--- src/rtl/input_cond_pkg.sv ---
// rtl/input_cond_pkg.sv - shared constants for the input conditioner
package input_cond_pkg;
  localparam int NUM_KEYS = 4;

  localparam int DEF_DEBOUNCE_CYCLES = 1_000_000;
  localparam int DEF_REPEAT_DELAY    = 25_000_000;
  localparam int DEF_REPEAT_PERIOD   = 10_000_000;

  // Short values so simulations finish quickly
  localparam int SIM_DEBOUNCE_CYCLES = 4;
  localparam int SIM_REPEAT_DELAY    = 8;
  localparam int SIM_REPEAT_PERIOD   = 3;
endpackage

--- src/rtl/debounce_channel.sv ---
// rtl/debounce_channel.sv - one channel: sync, debounce, stable level, press pulse
// Optional key auto-repeat when INPUT_COND_AUTOREPEAT_EN is defined.
module debounce_channel #(
  parameter int DEBOUNCE_CYCLES = 4,
  parameter bit INVERT          = 1'b0,
  parameter bit REPEAT          = 1'b0
`ifdef INPUT_COND_AUTOREPEAT_EN
  ,
  parameter int REPEAT_DELAY    = 8,
  parameter int REPEAT_PERIOD   = 3
`endif
) (
  input  logic clk,
  input  logic reset,
  input  logic raw,
  input  logic armed,
  output logic level,
  output logic pulse
);
  localparam int CW = (DEBOUNCE_CYCLES > 2) ? $clog2(DEBOUNCE_CYCLES) : 1;
  localparam logic [CW-1:0] CNT_LAST = CW'(DEBOUNCE_CYCLES - 1);

  logic          sync1, sync2, stable;
  logic [CW-1:0] cnt;
  logic          accept, press, rep_fire;

  assign accept = armed && (sync2 != stable) && (cnt == CNT_LAST);
  assign press  = accept && sync2;
  assign level  = stable;

  always_ff @(posedge clk) begin
    if (reset) begin
      sync1  <= 1'b0;
      sync2  <= 1'b0;
      stable <= 1'b0;
      cnt    <= '0;
      pulse  <= 1'b0;
    end else begin
      sync1 <= raw ^ INVERT;
      sync2 <= sync1;
      pulse <= press | rep_fire;
      // Until armed, follow the input silently so a held input never pulses
      if (!armed) begin
        stable <= sync2;
        cnt    <= '0;
      end else if (sync2 == stable) begin
        cnt <= '0;
      end else if (cnt == CNT_LAST) begin
        stable <= sync2;
        cnt    <= '0;
      end else begin
        cnt <= cnt + 1'b1;
      end
    end
  end

`ifdef INPUT_COND_AUTOREPEAT_EN
  if (REPEAT) begin : g_repeat
    localparam int HW = $clog2(REPEAT_DELAY + 1);
    localparam logic [HW-1:0] HOLD_LAST   = HW'(REPEAT_DELAY - 1);
    localparam logic [HW-1:0] HOLD_RELOAD = HW'(REPEAT_DELAY - REPEAT_PERIOD);

    logic          held;
    logic [HW-1:0] hold_cnt;

    // An accepted release on the same edge wins over a due repeat
    assign rep_fire = held && (hold_cnt == HOLD_LAST) && !accept;

    always_ff @(posedge clk) begin
      if (reset) begin
        held     <= 1'b0;
        hold_cnt <= '0;
      end else if (press) begin
        held     <= 1'b1;
        hold_cnt <= '0;
      end else if (accept || !stable) begin
        held     <= 1'b0;
        hold_cnt <= '0;
      end else if (held) begin
        hold_cnt <= (hold_cnt == HOLD_LAST) ? HOLD_RELOAD : hold_cnt + 1'b1;
      end
    end
  end else begin : g_no_repeat
    assign rep_fire = 1'b0;
  end
`else
  assign rep_fire = REPEAT & 1'b0;
`endif
endmodule

--- src/rtl/input_conditioner.sv ---
// rtl/input_conditioner.sv - debounced levels and press pulses for key[3:0] and enter
// Auto-repeat on keys is enabled by defining INPUT_COND_AUTOREPEAT_EN.
module input_conditioner
  import input_cond_pkg::*;
#(
  parameter int DEBOUNCE_CYCLES = DEF_DEBOUNCE_CYCLES,
  parameter int REPEAT_DELAY    = DEF_REPEAT_DELAY,
  parameter int REPEAT_PERIOD   = DEF_REPEAT_PERIOD
) (
  input  logic                clock_50,
  input  logic                reset,
  input  logic [NUM_KEYS-1:0] key,
  input  logic                enter_raw,
  output logic [NUM_KEYS-1:0] key_level,
  output logic [NUM_KEYS-1:0] key_pulse,
  output logic                enter_level,
  output logic                enter_pulse
);
  localparam int AW = $clog2(DEBOUNCE_CYCLES + 1);

  if (DEBOUNCE_CYCLES < 2 || REPEAT_PERIOD < 1 || REPEAT_PERIOD > REPEAT_DELAY) begin : g_bad_params
    $error("input_conditioner: illegal debounce/repeat parameters");
  end

  logic [AW-1:0] arm_cnt;
  logic          armed;

  assign armed = (arm_cnt == AW'(DEBOUNCE_CYCLES));

  always_ff @(posedge clock_50) begin
    if (reset) begin
      arm_cnt <= '0;
    end else if (!armed) begin
      arm_cnt <= arm_cnt + 1'b1;
    end
  end

  for (genvar i = 0; i < NUM_KEYS; i++) begin : g_key
    debounce_channel #(
      .DEBOUNCE_CYCLES(DEBOUNCE_CYCLES),
      .INVERT         (1'b1),
      .REPEAT         (1'b1)
`ifdef INPUT_COND_AUTOREPEAT_EN
      ,
      .REPEAT_DELAY   (REPEAT_DELAY),
      .REPEAT_PERIOD  (REPEAT_PERIOD)
`endif
    ) u_chan (
      .clk  (clock_50),
      .reset(reset),
      .raw  (key[i]),
      .armed(armed),
      .level(key_level[i]),
      .pulse(key_pulse[i])
    );
  end

  debounce_channel #(
    .DEBOUNCE_CYCLES(DEBOUNCE_CYCLES),
    .INVERT         (1'b0),
    .REPEAT         (1'b0)
`ifdef INPUT_COND_AUTOREPEAT_EN
    ,
    .REPEAT_DELAY   (REPEAT_DELAY),
    .REPEAT_PERIOD  (REPEAT_PERIOD)
`endif
  ) u_enter (
    .clk  (clock_50),
    .reset(reset),
    .raw  (enter_raw),
    .armed(armed),
    .level(enter_level),
    .pulse(enter_pulse)
  );
endmodule

--- config.mk ---
export PLATFORM = sky130hd
export DESIGN_NAME = input_conditioner
export DESIGN_NICKNAME = d
export VERILOG_FILES = /design/src/rtl/input_cond_pkg.sv /design/src/rtl/debounce_channel.sv /design/src/rtl/input_conditioner.sv
export SDC_FILE = /design/constraint.sdc
export NUM_CORES = 1
export LEC_CHECK = 0
export BUFFER_PORTS_ARGS = -buffer_cell sky130_fd_sc_hd__buf_4
export CORE_MARGIN = 2
export CORE_UTILIZATION = 58
export DETAILED_ROUTE_END_ITERATION = 10
export PLACE_DENSITY = 0.8
export SYNTH_ARGS = -nofsm -noshare
export SYNTH_HDL_FRONTEND = slang
export SYNTH_SLANG_ARGS = --single-unit
export TNS_END_PERCENT = 1
--- constraint.sdc ---
create_clock -name clock_50 -period 3.4 [get_ports clock_50]
set_input_delay 0.34 -clock clock_50 [delete_from_list [all_inputs] [get_ports clock_50]]
set_output_delay 0.34 -clock clock_50 [all_outputs]
set_load 0.05 [all_outputs]
---- Yosys cells after proc, flatten, opt, wreduce, memory -nomap -nowiden ----
Cells that the tools add are included.
operators by class
  muxes and demuxes ....................... 15
  bitwise logic cells ..................... 5
  add/sub/neg operators ................... 6
  reduce and logical (&&, ||, !) cells .... 25
  equal/unequal tests ..................... 26
operator list
  kind                                            number
  adder 20 x 1 -> 20 bit (second input constant)  6
  == test 20 bit (second input constant)          6
  OR reduction 4 bit                              5
  logical AND 1 bit                               15
  2-to-1 mux 1 bit                                15
  != test 2 bit (second input constant)           6
  AND reduction 2 bit                             5
  != test 2 x 1 -> 1 bit (second input constant)  4
  == test 1 bit                                   5
  != test 1 bit                                   5
  NOT 1 bit                                       5
word-level totals
  register bits ........................... 140
  output and inout bits ................... 10
  input bits .............................. 7

---- Logic depth before layout (Yosys ltp) ----
  word-level depth ........................ 4
  gate-level depth with buffers ........... 8
  depth with buffers taken out ............ 7

---- Cells and area by module ----
A second synthesis with hierarchy kept.
second synthesis, totals
  cell total of the unflattened synthesis .. 737
  area total of the unflattened synthesis .. 6411.1 um^2
by module, submodules not included
  module                                   seq. area each (um^2)  area each (um^2)  instances  cells each
  debounce_channel at g_key[0].u_chan ...  480.5                  1081.0            4          126
  debounce_channel at u_enter              480.5                  1092.3            1          120
  input_conditioner                        400.4                  994.7             1          113

---- Least setup slack after synthesis ----
OpenSTA, ideal clock, no wires.
  path type ............................... register to register
  start ................................... register g_key[0].u_chan.cnt[7]
  end ..................................... register g_key[0].u_chan.cnt[14]
  stages on the path, launching flop included .. 6
  data required time ...................... 3.266 ns
  period minus slack after synthesis ...... 1.792 ns
  slack ................................... 1.608 ns
  setup time .............................. 0.134 ns
  buffers on the path ..................... 1
  arrival time ............................ 1.657 ns
  cells stage by stage .................... dfxtp_1 -> or4b_2 -> nor4_1 -> nand3b_1 -> buf_2 -> nor3_1
on the way
  cells in the longest elaborated chain, start to end .. 2
  elaborated cells between the ends (all ways) .. 3
RTL lines
  what                                                                            line                    source
  start, declared                                                                 debounce_channel.sv:24  logic [CW-1:0] cnt;
  start signal, assigned                                                          debounce_channel.sv:52  cnt <= cnt + 1'b1;
  parallel branches: the longest is 2 deep, another holds adder 20 x 1 -> 20 bit  -
Parallel ways; which one is timed is not known.
A chain may end at the register's enable or synchronous reset.

---- Worst setup path in the final report ----
  start ................................... register arm_cnt[0]
  end ..................................... register g_key[0].u_chan.cnt[14]
on the way
  cells in the longest elaborated chain, start to end .. 3
RTL lines
  what                                 line                     source
  start, declared                      input_conditioner.sv:25  logic [AW-1:0] arm_cnt;
  start signal, assigned               input_conditioner.sv:34  arm_cnt <= arm_cnt + 1'b1;
  == test 20 bit                       input_conditioner.sv:28  assign armed = (arm_cnt == AW'(DEBOUNCE_CYCLES));
  NOT 1 bit (no source line)           -
  OR reduction 4 bit (no source line)  -
Every way passes these cells.

==> summary by stage <==
Routing
The number of detailed-routing iterations run before antenna repair is 4. In the routed layout, each cell is associated on average with a via count of 5.30. Once detail routing completed, the nets flagged for antenna violations numbered 0.

The final layout contains routed wiring with a total length of 10700 um. The via total after detailed routing is 4358. The first-iteration detailed-routing DRC count is 194. For this run, design rule violations remaining after detail routing come to 0.

The detail-routed net length per standard cell is 13.0 um.

Global routing
The global-route wire length before repair is 18100 um. The total congestion overflow is 0. Entering global routing, the biggest net connects 40 pins. Across every metal layer, demand over resource in global routing totals 20.4%. The initial antenna violation count is 0. The number of global-route vias before repair came to 4195.

Hold path
The worst hold path belongs to the class input port to register. The endpoint with the worst hold slack is u_enter.sync1. The startpoint identified for the worst hold timing path is enter_raw. The worst hold path stage count is 2.

STA
In the finished design, the share of the clock period the worst path needs comes to 80.4%. The shortest period the worst path allows is 2.73 ns. At the pin with the least slew margin, the transition time is 0.799 ns. The count of final max-slew check failures is 0. The number of endpoints with negative hold slack in the final report is 0. The smallest hold slack is 0.0319 ns. Adding up every negative setup slack in the final design gives 0 ns.

Setup violations remaining at the end of the flow were counted as 0. Setup repair after global routing left no endpoint under its margin. The worst pin sits at a relative slew slack of 46.6%.

On the final layout, the worst clock skew is 0.00429 ns. Timing would allow up to 366 MHz. The worst path meets setup with 0.666 ns of slack.

Power
The clock network is responsible for 50.7% of the overall power. The switching power summed over all nets is 669 uW. VDD sags by at most 0.000470 V. Internal power comes to 2780 uW. The fraction of power consumed by combinational cells is 1.2%. Power spread over the standard cell area amounts to 517 nW/um^2. The analysis attributes to cell leakage a power of 0.00228 uW. The register share of total power is 48.1%. In this run switching power makes up 19.4% of total power.

Placed design
At the end of routability-driven placement, the weighted congestion stood at 0.827. Once placement completed, the tool counted placed cells totaling 788. The HPWL after detailed placement is 7160 um.

The number of I/O port buffers is 16. The post-place setup slack is 0.791 ns.

Synthesis
The post-synthesis average cell area is 8.92 um^2. The sequential element share of the synthesized area is 47.4%. After synthesis, the share of flip-flops with an asynchronous set or reset is 0%. For this run, the number of Yosys warnings is 0. The cell area after synthesis is 5910 um^2. The synthesized flop and latch total is 140. Counting every instance in the synthesized netlist gives 663. The leading register cell type out of synthesis is sky130_fd_sc_hd__dfxtp_1. The synthesized design contains 0 enable-type register cells. The number of unique standard cell types used by synthesis is 41. The number of nets handed over by synthesis was 677.

Clock network
The post-CTS setup buffer count is 0. The clock sink count is 140. The CTS clock-pin slew for the worst setup and hold paths is 0.06 ns. The maximum count of clock buffers along a single path is 2. The cell at the root of the clock tree is sky130_fd_sc_hd__clkbuf_8. The CTS buffer count is 17. The post-cts sizing count is 0. The CTS tree is done. The count of hold buffers inserted by post-cts repair is 4. Clock latency on the worst-skew pair, taken at its later pin, is 0.53 ns. The maximum level of the CTS H-tree is 4.

Critical path
The critical path is of the register to register type. The kind of launch point of the worst setup path is a register. The maximum fanout encountered on the critical timing path is 20. Measured in cells, the most critical reg-to-reg path has a length of 7. Setup slack on the worst reg-to-reg path comes out at 0.67 ns.

The data arrival at the endpoint of the critical path is 3.16 ns. The endpoint identified for the worst register-to-register timing path is g_key[0].u_chan.cnt[14]. The kind of capture point of the worst setup path is a register.

The beginning of the worst register-to-register path is arm_cnt[0]. At the worst endpoint, the required time is 3.83 ns.

Finish
The sequential cells in the finished layout cover a total of 2800 um^2. The number of antenna diodes in the final layout is 0. The signed area change from the synthesized netlist to the final layout is 12.8%. Fill cells in the final layout number 795.

The combined area of the multi-input logic cells is 2920 um^2. The number of standard cells in the layout, taps in and fillers out is 823. The layout net count is 692.

The final design utilization is 67.9%. The fraction of layout instances using a drive strength above 1 is 8.12%.

Floorplan
The core area is 9820 um^2. After floorplanning, the core was divided into 36 placement rows. From bottom edge to top edge, the die measures 105 um. The full die area is 11000 um^2.

The initial utilization of the core area, before any placement, comes to 60.2%. From left edge to right edge, the die measures 105 um. The top-level I/O count is 17.

Run status
The flow ran to the end, and the final reports show no timing, DRC or antenna violations.

Flow run
The number of violations of the max-capacitance limit is 0.
## cell usage after synthesis (all sizes together) (9+ instances only)
master  number  area share (%)
nor2       141             9.0
dfxtp      140              47
xor2        73              11
nand3       56             4.7
nand2       39             2.5
xnor2       37             5.5
nand4       20             2.2
buf         16             1.8
and3        15             1.6
inv         15            0.95
nor4        15             1.8
nor3        13             1.2
nor2b        9            0.95
## cell usage in the layout, fill, tap and decap left out, drive strengths merged, types with 2 or more instances in the layout
cell,count
o41ai,2
and3,15
dfxtp,140
inv,15
buf,16
or4b,3
ha,7
xnor2,37
dlygate4sd3,4
nor4,15
and4b,3
nand4,20
nand3,56
nand3b,8
and4,8
clkinv,4
nand2b,5
xor2,73
nand2,39
clkbuf,24
or3,3
or2,2
o21ai,6
a21oi,7
bufinv,2
nor4b,5
nor2,141
nor3,13
nor2b,9
## critical path: stages (launching register included)
cell and delay [ns]:
sky130_fd_sc_hd__dfxtp_1 0.33, sky130_fd_sc_hd__inv_1 0.10, sky130_fd_sc_hd__ha_1 0.14, sky130_fd_sc_hd__nor4bb_1 0.32, sky130_fd_sc_hd__nand2_1 0.15, sky130_fd_sc_hd__nor3_2 0.48, sky130_fd_sc_hd__nand3b_1 0.71, sky130_fd_sc_hd__nor3_1 0.40
## registers in the layout, summed over array words and instances (netlist names)
register and cells:
arm_cnt 20, g_key.u_chan.cnt 80, g_key.u_chan.level 4, g_key.u_chan.pulse 4, g_key.u_chan.sync1 4, g_key.u_chan.sync2 4
u_enter.cnt 20, u_enter.level 1, u_enter.pulse 1, u_enter.sync1 1, u_enter.sync2 1
## power by group through the flow
stage | clock, uW | combinational (uW) | sequential [uW]
6_report | 1750 | 41.5 | 1660
5_1_grt | 1840 | 45.9 | 1660
4_1_cts | 1780 | 41.8 | 1660
3_5_place_dp | 0 | 38.1 | 1690
3_3_place_gp | 0 | 36.9 | 1690
2_1_floorplan | 0 | 27.0 | 1690
## per-stage QoR
step | power (uW) | cell area (um^2)
after floorplan | 1720 | 5910
after global placement | 1730 | 6060
final | 3450 | 6670
after detailed placement | 1730 | 6060
after global routing | 3550 | 6670
after CTS | 3480 | 6670
## cell families after synthesis
family | synth area share [%]
xor+xnor | 16.3
simple gates | 29.9
compound gates | 1.71
buf+inv | 3.24
flops | 47.4
fa+ha+maj | 1.48
## routing by layer
| metal | track usage [%] | part of all wire (%) | vias up |
|---|---|---|---|
| li1 | - | - | 2247 |
| met1 | 22.6 | 44 | 2040 |
| met2 | 36.1 | 51 | 49 |
| met3 | 5.55 | 3.1 | 22 |
| met4 | 9.71 | 2.1 | 0 |
| met5 | 0 | 0 | - |
## worst max path at each step
stage	start	end	slack (ns)	cells past startpoint
detailed placement	arm_cnt[0]	g_key[0].u_chan.cnt[14]	0.79	7
CTS	arm_cnt[0]	g_key[0].u_chan.cnt[14]	0.67	7
finish	arm_cnt[0]	g_key[0].u_chan.cnt[14]	0.67	7
floorplan	g_key[0].u_chan.cnt[7]	g_key[0].u_chan.cnt[14]	1.61	5
global placement	arm_cnt[0]	g_key[0].u_chan.cnt[14]	0.99	7
global route	arm_cnt[0]	g_key[0].u_chan.cnt[14]	0.47	7
## final cells by class
type	count	area share, %
clock buffer	24	7.20
clock inverter	7	1.31
inverter	15	0.844
multi-input combinational	484	43.7
sequential	140	42.0
tap	133	2.49
timing repair buffer	20	2.40
Note: power is estimated with default switching activity, not from simulation.
